--- config.mk ---
export PLATFORM = sky130hd
export DESIGN_NAME = rr_arbiter_4
export DESIGN_NICKNAME = d
export VERILOG_FILES = /design/src/rtl/rr_arbiter_4.sv
export SDC_FILE = /design/constraint.sdc
export NUM_CORES = 1
export LEC_CHECK = 0
export ABC_AREA = 1
export CAP_MARGIN = 20
export CORE_MARGIN = 8
export CORE_UTILIZATION = 30
export CTS_BUF_LIST = sky130_fd_sc_hd__clkbuf_4 sky130_fd_sc_hd__clkbuf_8
export CTS_CLUSTER_SIZE = 28
export DETAILED_ROUTE_END_ITERATION = 12
export SKIP_CTS_REPAIR_TIMING = 1
export SYNTH_ARGS = -nofsm -noshare
export SYNTH_HDL_FRONTEND = slang
export SYNTH_SLANG_ARGS = --single-unit
--- constraint.sdc ---
create_clock -name clk -period 2.2 [get_ports clk]
set_clock_uncertainty 0.15 [all_clocks]
set_input_delay 0.33 -clock clk [delete_from_list [all_inputs] [get_ports clk]]
set_output_delay 0.33 -clock clk [all_outputs]
set_load 0.02 [all_outputs]
--- src/rtl/rr_arbiter_4.sv ---
// rtl/rr_arbiter_4.sv - four-requester round-robin arbiter with registered grant and hold limit
// The owner keeps the grant while requesting; after MAX_HOLD cycles it is forced off if others wait.
module rr_arbiter_4 #(
  parameter int unsigned MAX_HOLD = 8,
  parameter int unsigned HOLD_W   = 4
) (
  input  logic       clk,
  input  logic       rst_n,
  input  logic [3:0] req,
  output logic [3:0] gnt,
  output logic [1:0] gnt_id,
  output logic       gnt_valid
);

  typedef enum logic {IDLE, GRANT} state_t;

  localparam logic [HOLD_W-1:0] HOLD_SAT = (MAX_HOLD == 0) ? {HOLD_W{1'b1}} : HOLD_W'(MAX_HOLD);
  localparam bit                FORCE_EN = (MAX_HOLD != 0);

  state_t            state_q, state_d;
  logic [1:0]        ptr_q, ptr_d;
  logic [1:0]        id_q, id_d;
  logic [3:0]        gnt_q, gnt_d;
  logic              valid_q, valid_d;
  logic [HOLD_W-1:0] hold_q, hold_d;

  logic [3:0] others;
  logic [2:0] pick_any, pick_oth;
  logic       do_grant;
  logic [1:0] win;

  // Returns {found, index}; the search begins one past base and wraps, so base itself is tried last.
  function automatic logic [2:0] rr_pick(input logic [3:0] mask, input logic [1:0] base);
    logic [2:0] res;
    logic [1:0] cand;
    res = 3'b000;
    for (int k = 1; k <= 4; k++) begin
      cand = base + 2'(k);
      if (!res[2] && mask[cand]) res = {1'b1, cand};
    end
    return res;
  endfunction

  always_comb begin
    state_d  = state_q;
    ptr_d    = ptr_q;
    id_d     = id_q;
    gnt_d    = gnt_q;
    valid_d  = valid_q;
    hold_d   = hold_q;
    do_grant = 1'b0;
    win      = 2'b00;
    others   = req & ~(4'b0001 << id_q);
    // ptr_q always equals the current or most recent owner, so one search origin serves both states.
    pick_any = rr_pick(req, ptr_q);
    pick_oth = rr_pick(others, ptr_q);

    case (state_q)
      IDLE: begin
        if (|req) begin
          do_grant = 1'b1;
          win      = pick_any[1:0];
        end
      end
      GRANT: begin
        if (!req[id_q]) begin
          if (|req) begin
            do_grant = 1'b1;
            win      = pick_any[1:0];
          end else begin
            state_d = IDLE;
            gnt_d   = 4'b0000;
            valid_d = 1'b0;
            hold_d  = '0;
          end
        end else if (FORCE_EN && (hold_q == HOLD_SAT) && (|others)) begin
          do_grant = 1'b1;
          win      = pick_oth[1:0];
        end else if (hold_q != HOLD_SAT) begin
          hold_d = hold_q + HOLD_W'(1);
        end
      end
      default: state_d = IDLE;
    endcase

    if (do_grant) begin
      state_d = GRANT;
      id_d    = win;
      ptr_d   = win;
      gnt_d   = 4'b0001 << win;
      valid_d = 1'b1;
      hold_d  = HOLD_W'(1);
    end
  end

  always_ff @(posedge clk or negedge rst_n) begin
    if (!rst_n) begin
      state_q <= IDLE;
      ptr_q   <= 2'b11;
      id_q    <= 2'b00;
      gnt_q   <= 4'b0000;
      valid_q <= 1'b0;
      hold_q  <= '0;
    end else begin
      state_q <= state_d;
      ptr_q   <= ptr_d;
      id_q    <= id_d;
      gnt_q   <= gnt_d;
      valid_q <= valid_d;
      hold_q  <= hold_d;
    end
  end

  assign gnt       = gnt_q;
  assign gnt_id    = id_q;
  assign gnt_valid = valid_q;

endmodule
---- Yosys cells after proc, flatten, opt, wreduce, memory -nomap -nowiden ----
Index checks and enable logic that the tools add are counted.
word-level totals
  output and inout bits ................... 7
  register bits ........................... 14
  input bits .............................. 6
operators by class
  reductions and logical operators ........ 18
  $lt $le $gt $ge ......................... 5
  mux-type cells .......................... 50
  bitwise logic cells ..................... 3
  eq/ne operators ......................... 7
  shifts and indexed selects .............. 2
  add/subtract/negate cells ............... 4
operators by type and width
  kind                 count
  $mux 4               9
  $mux 1               19
  $bmux 1 s2           9
  $mux 3               6
  $lt 2x3->1 const B   5
  $mux 2               5
  $reduce_or 4->1      2
  $shl 1x2->4 const A  2
  $logic_and 1x1->1    7
  $logic_not 1->1      6
  $ne 3x2->1 const B   2
  $add 2x2->2 const B  2
  $add 4x1->4 const B  1
  $and 4x4->4          1
  $eq 4x4->1 const B   1
  $ne 2x2->1 const B   2
  $ne 4x4->1 const B   1
  $not 4->4            1
  $pmux 2 s2           1
  $reduce_and 4->1     1
  $ne 3x3->1 const B   1
  $reduce_and 3->1     1
  $add 2x1->2 const B  1
  $pmux 1 s2           1
  other kinds (2)      2

---- Depth between registers and ports, before layout ----
Gate-level depths: netlist of run 1.
  depth after elaboration ................. 20
  mapped depth ............................ 16
  depth with buffers taken out ............ 15

---- Worst setup path before layout of run 1 ----
No wires, ideal clock.
  path type ............................... register to register
  start ................................... register ptr_q[1]
  end ..................................... register gnt_q[2], in the netlist gnt[2]
  slack ................................... 385 ps
  cell stages (with the launch flop) ...... 16
  arrival time ............................ 1549 ps
  buffers on the path ..................... 1
  data required time ...................... 1934 ps
  setup time .............................. 116 ps
  cells stage by stage .................... dfstp_2 > buf_4 > inv_4 > nand2_1 > nand2_2 > nand2_1 > o21ai_2 > and2_4 > nand2_1 > nand3_1 > nand2_1 > nand2_2 > nand2_2 > inv_2 > nand2_1 > nand2_1
between the ends
  word-level cells in the longest chain between the ends .. 18
ends and longest elaborated chain
  item                              line        source
  from (decl)                       21          logic [1:0] ptr_q, ptr_d;
  from (signal assigned)            106         ptr_q <= ptr_d;
  $add 2x1->2                       38          cand = base + 2'(k);
  $bmux 1 s2                        39          if (!res[2] && mask[cand]) res = {1'b1, cand};
  $mux 1 (not written as such)      39
  $mux 3                            39
  $logic_not 1->1                   39
  $logic_and 1x1->1                 39
  $mux 3                            39
  $logic_not 1->1                   39
  [... 2 more ...]                  --
  $logic_not 1->1                   39
  $logic_and 1x1->1                 39
  $mux 2                            39
  $mux 2, on equally long branches  60, 67, 76
  $mux 2                            66          if (!req[id_q]) begin
  $pmux 2 s2 (*)                    58          case (state_q)
  $shl 1x2->4 (*)                   90          gnt_d = 4'b0001 << win;
  $mux 4 (*)                        86          if (do_grant) begin
  to (signal assigned)              108         gnt_q <= gnt_d;
  to (decl)                         23          logic [3:0] gnt_q, gnt_d;
Mark *: on every way between the ends. The rest lies on a longest branch, timed or not. The select of a mux whose other input is x is not followed.
A chain may end at the register's enable or synchronous reset.

---- Worst setup path after layout of run 1 ----
  start ................................... register ptr_q[0]
  end ..................................... register gnt_q[2], in the netlist gnt[2]
Same word-level chain as after synthesis.

==> results of run 1 <==
## flip-flops by register name, summed over array words and instances, names as in the netlist
register and cells:
gnt 4, hold_q 4, gnt_id 2, ptr_q 2, gnt_valid 1, state_q 1
## cell usage in the layout (no fill, tap or decap), types with 5 or more instances in the layout
cell type / n
nand4_1: 5
buf_4: 11
dfrtp_1: 12
o21ai_1: 5
nand3_1: 29
o21ai_0: 8
inv_2: 5
nand2_2: 11
inv_1: 19
nand2_1: 68
nor2_1: 8
clkdlybuf4s50_1: 12
## path summary, 6_finish.rpt
| kind | slack, ns | to |
|---|---|---|
| worst max register to register | 0.18 | gnt[2] |
| min in group clk | 0.32 | gnt_valid |
| worst max-delay path | 0.18 | gnt[2] |
| worst min register to register | 0.32 | gnt_valid |
| max in group asynchronous | 1.18 | gnt_valid |
| worst min-delay path | 0.32 | hold_q[3] |
## cells by family (layout without fill, tap and decap cells)
family / Yosys count / after routing
flops: 14 / 14
simple gates: 134 / 134
fa+ha+maj: 2 / 2
xor+xnor: 1 / 1
buf+inv: 29 / 54
compound gates: 19 / 19
## per-stage QoR
step	instances	hold WS, ns	cell area [µm²]	setup TNS [ns]
detailed placement	269	0.3127	1498	-0.3648
CTS	273	0.3219	1553	0
floorplan	199	-0.1156	1262	0
global placement	269	0.3107	1498	-0.2208
global route	274	0.3395	1587	0
finish	274	0.3196	1587	0
## per-layer routing
| layer | GRT usage | wire length, µm | up-vias | part of all wire |
|---|---|---|---|---|
| met5 | 0 | 0 | - | 0 |
| met4 | 0.01786 | 19 | 0 | 0.0063 |
| met3 | 0.02208 | 105 | 2 | 0.035 |
| met2 | 0.1724 | 1492 | 17 | 0.49 |
| met1 | 0.1210 | 1405 | 578 | 0.46 |
| li1 | - | - | 694 | - |
## power breakdown
part | internal (mW) | switching [mW]
Clock | 0.159 | 0.0939
Combinational | 0.697 | 1.06
Sequential | 0.384 | 0.125
## layout make-up
class	instances	area, µm²	area share
tap	50	62.56	0.03943
multi-input combinational	156	797.0	0.5024
inverter	26	105.1	0.06625
clock buffer	4	55.05	0.03470
sequential	14	352.8	0.2224
timing repair buffer	24	214.0	0.1349
## critical path, delay by kind of cell, from the launching register on
kind / cells / cell delay [ns]
DFF: 1 / 0.66
buffers and inverters: 2 / 0.20
AOI/OAI and AO/OA: 1 / 0.11
and+or+nand+nor: 11 / 0.79
==> impl_results.md, run 1 <==
* Cells along the critical path: buf_6, nand2_1, o21ai_0, nand2_1, nand2_2, nor2_4, nand2_1, nand3_1, nand2_1, nand2_2, nand2_2, inv_2, nand2_1, nand2_1
* Worst setup margin at 0.1779 ns
* Max Freq at 0.4945 GHz
* Crit start category: flip-flop
* GRT overflow at 0
* Die Ht at 80.87 µm
* Leading area contributor after synthesis: dfrtp_1
* Tmin final at 2.022 ns
* I/O Buffers at 12
* CTS Buf Count at 3
* Synth warnings at 0
* Initial antenna violation count at 0
* FP Rows at 23
* CP Data Required Time at 2.19 ns
* Maximum vdd drop at 0.6116 mV
* Die X at 80.87 µm
* Diode count at 0
* Final setup viols at 0
* Crit path top cell by count: nand2_1
* Synthesis-to-layout area growth at 25.67%
* Routed vias/inst at 4.712
* CP Launch Point: ptr_q[0]
* FF-to-FF Start: ptr_q[0]
* Total GRT Usage at 0.09843
* Synthesized cell area at 0.001262 mm²
* Reg2reg path depth at 14
* Commonest cells in the netlist: nand2_1 (69), nand3_1 (30), inv_1 (19)
* Layout Utilization at 0.3938
* Final #Nets at 233
* DR vias at 1291
* Largest net degree at the start of global routing at 15
* Critical path type: reg2reg
* PnR Total Power at 2.517 mW
* Share of post-route cells with drive strength above 1 at 0.2277
* Syn_nets at 207
* Clock Pin Slew Worst Setup and Hold Paths at 0.06 ns
* Status: finished clean
* Post-synth EDFFs at 0
* Drt total wl at 3023 µm
* Relative slew slack at 0.5868
* Number of max-cap violations at 0
* Post-place setup slack at -0.07128 ns
* Detailed placement HPWL at 2476 µm
* CTS root buffer: clkbuf_8
* Mux share of post-synthesis cell area at 0
* Initial DRC count at 72
* DRC at 0
* Final Max Slew Viols at 0
* Post-synthesis sequential area ratio at 0.2795
* Hold Violations, Final at 0
* CORE AREA at 0.004029 mm²
* Mean post-synth cell area at 6.344 µm²
* CTS H-tree lvls at 1
* CTS max path bufs at 2
* CP endpoint kind: flip-flop
* Post-route clock period utilization at 0.9191
* Worst hold path class: in2async
* CTS tree: done
* Drt pass-1 iters at 4
* RSZ-0062 raised after global routing: false
* P per Cell Area at 1586 mW/mm²
* Adder-cell share of the synthesized area at 0.01982
* First-pass GRT wire length at 5264 µm
* Synth top area cells: dfrtp_1 (24%), nand2_1 (21%), nand3_1 (12%)
* Worst path arrival time at 2.01 ns
* Max incr delay on CP at 0.66 ns
* Cell count after synthesis at 199
* Leakage Power at 0.8203 nW
* Clock sinks at 14
* Simple-gate portion of the synthesized area at 0.5045
* Die ar. at 0.006540 mm²
* Crit-path slowest cell: dfstp_2
* Worst-Skew Late Latency at 0.24 ns
* # fillers at 443
* Yosys top cell area share at 0.2379
* Vias in the first global route at 1235
* Yosys reg bits at 14
* Unique masters post-synth at 27
* Main synth FF type: dfrtp_1
* GP Congestion at 0.8105
* Initial Utilization at 0.3134
* Synth Area in XOR/XNOR at 0.006938
* Worst-margin pin slew at 0.6179 ns
* Antenna-violating nets left at 0
* Post-synthesis async set-or-reset flop share at 1.000
* I/O pin cnt at 13
* DR WL/cell at 11.03 µm
* CP max FO at 7
* Complex-gate fraction of the synthesized area at 0.08622
* Most common cell in the netlist: nand2_1
* Largest family of logic cells by synthesized area: simple AND/OR/NAND/NOR gates
No activity file was read; power rests on OpenSTA's default activity.
==> run 2, diff against run 1 <==
RECOVER_POWER = 100   (was not set)
==> impl_results.md, run 2 (synthesis gave the netlist of run 1 again) <==
* Detailed placement HPWL at 2476 µm
* Drt pass-1 iters at 4
* Worst setup margin at 0.1753 ns
* CTS H-tree lvls at 1
* First-pass GRT wire length at 5264 µm
* Comb power frac at 0.696
* Register area at 352.8 µm²
* I/O Buffers at 12
* CTS Buf Count at 3
* Post-place setup slack at -0.07128 ns
* Max incr delay on CP at 0.65 ns
* Die Ht at 80.87 µm
* Hold Violations, Final at 0
* GRT overflow at 0
* Largest net degree at the start of global routing at 15
* Clock Pin Slew Worst Setup and Hold Paths at 0.06 ns
* Initial DRC count at 69
* Most frequent standard cell in the layout excluding fill and tap cells: nand2_1
* Antenna-violating nets left at 0
* Switch share at 0.5105
* Final setup viols at 0
* Final Max Slew Viols at 0
* Die X at 80.87 µm
* Worst-Skew Late Latency at 0.24 ns
* CTS root buffer: clkbuf_8
* RR Endpoint: gnt[1]
* Routed vias/inst at 4.741
* Post-route clock period utilization at 0.9203
* Relative slew slack at 0.5826
* Initial Utilization at 0.3134
* CP max FO at 12
* Share of power burned in registers at 0.203
* Hold path cells at 2
* Status: finished clean
* Crit path top cell by count: nand2_1
* FF-to-FF Start: ptr_q[0]
* Diode count at 0
* Worst hold path class: reg2reg
* PnR Total Power at 2.483 mW
* Share of post-route cells with drive strength above 1 at 0.2232
* Crit-path slowest cell: dfstp_2
* Tmin final at 2.025 ns
* I/O pin cnt at 13
* Hold Crit Start: gnt_valid
* DRC at 0
* GP Congestion at 0.8105
* Synthesis-to-layout area growth at 25.17%
* Most frequent cells in the layout: nand2_1 (68), nand3_1 (29), inv_1 (19)
* P per Cell Area at 1571 mW/mm²
* Final hold slack at 0.3139 ns
* DR WL/cell at 10.94 µm
* Reg2reg path depth at 15
* Multi-input logic area at 797.0 µm²
* CTS tree: done
* Die ar. at 0.006540 mm²
* R2R setup slack at 0.18 ns
* CP endpoint kind: flip-flop
* Clock power frac at 0.102
* Drt total wl at 2997 µm
* FP Rows at 23
* Total GRT Usage at 0.09843
* CP Data Required Time at 2.19 ns
* Worst path arrival time at 2.02 ns
* Critical path type: reg2reg
* CORE AREA at 0.004029 mm²
* # fillers at 444
* Hold path endpoint: gnt_valid
* RSZ-0062 raised after global routing: false
* Final #Nets at 233
* Maximum vdd drop at 0.5998 mV
* Max Freq at 0.4939 GHz
* CTS max path bufs at 2
* DR vias at 1299
* Initial antenna violation count at 0
* Vias in the first global route at 1235
* Number of max-cap violations at 0
* Layout Utilization at 0.3922
* Worst-margin pin slew at 0.6241 ns
* Setup TNS at 0 ns
* Sw power at 1.268 mW
* Cells along the critical path: inv_4, nand2_1, nand2_4, nand3_1, nand2_1, inv_2, nand3_1, nand2_1, nand2_1, nand2_1, nand2_1, nand2_2, inv_2, nand2_1, inv_1
* Crit start category: flip-flop
* Internal power at 1.215 mW
* Leakage Power at 0.8253 nW
* Clock sinks at 14
-- run 2: changes by cell type in the layout (fill, tap and decap cells not counted) --
cell             change
o21ai_0              +1
dlygate4sd3_1        +9
o21ai_1              -1
buf_4                -1
inv_6                -1
inv_4                +1
clkbuf_1             +1
clkdlybuf4s50_1      -9
-- run 2: metrics by stage --
| stage | cell area [µm²] | cells |
|---|---|---|
| after floorplan | 1262 | 199 |
| after global placement | 1498 | 269 |
| after detailed placement | 1498 | 269 |
| after CTS | 1553 | 273 |
| after global routing | 1580 | 274 |
| final | 1580 | 274 |
-- run 2: cell type report --
cell class / instances / area share
sequential: 14 / 0.2233
timing repair buffer: 24 / 0.1330
clock buffer: 4 / 0.03484
inverter: 26 / 0.06492
tap: 50 / 0.03959
multi-input combinational: 156 / 0.5044
-- run 2: routing by layer --
layer  up-vias  wire length (µm)  GRT usage  part of all wire
li1        695                 -          -                 -
met1       584              1387     0.1210              0.46
met2        18              1491     0.1724              0.50
met3         2                98    0.02208             0.033
met4         0                19    0.01786            0.0063
met5         -                 0          0                 0
-- run 2: worst max-delay path: cells and delay by family, from the launching register on --
kind / cells / cell delay (ns)
DFF: 1 / 0.65
and+or+nand+nor: 11 / 0.85
buffers and inverters: 4 / 0.28
-- run 2: power groups by stage --
stage               Clock, mW  Combinational, mW  Sequential (mW)
finish                  0.252               1.73            0.503
global route            0.270               1.96            0.521
CTS                     0.259               1.72            0.505
detailed placement          0               1.70            0.510
global placement            0               1.70            0.512
floorplan                   0               1.23            0.532
-- run 2: worst max path at each step --
stage	start	endpoint	slack [ns]	depth (start not counted)
after floorplan	ptr_q[1]	gnt[2]	0.39	15
after global placement	req[3]	ptr_q[0]	-0.06	10
after detailed placement	req[0]	gnt_id[1]	-0.07	12
after CTS	ptr_q[0]	gnt_id[1]	0.10	13
after global routing	ptr_q[0]	gnt[1]	0.01	15
final	ptr_q[0]	gnt[1]	0.18	15
==> run 3, diff against run 2 <==
CTS_CLUSTER_DIAMETER = 200   (was not set)
==> results of run 3 <==
Same layout as run 2: the final DEF is identical, and so are final timing and power.
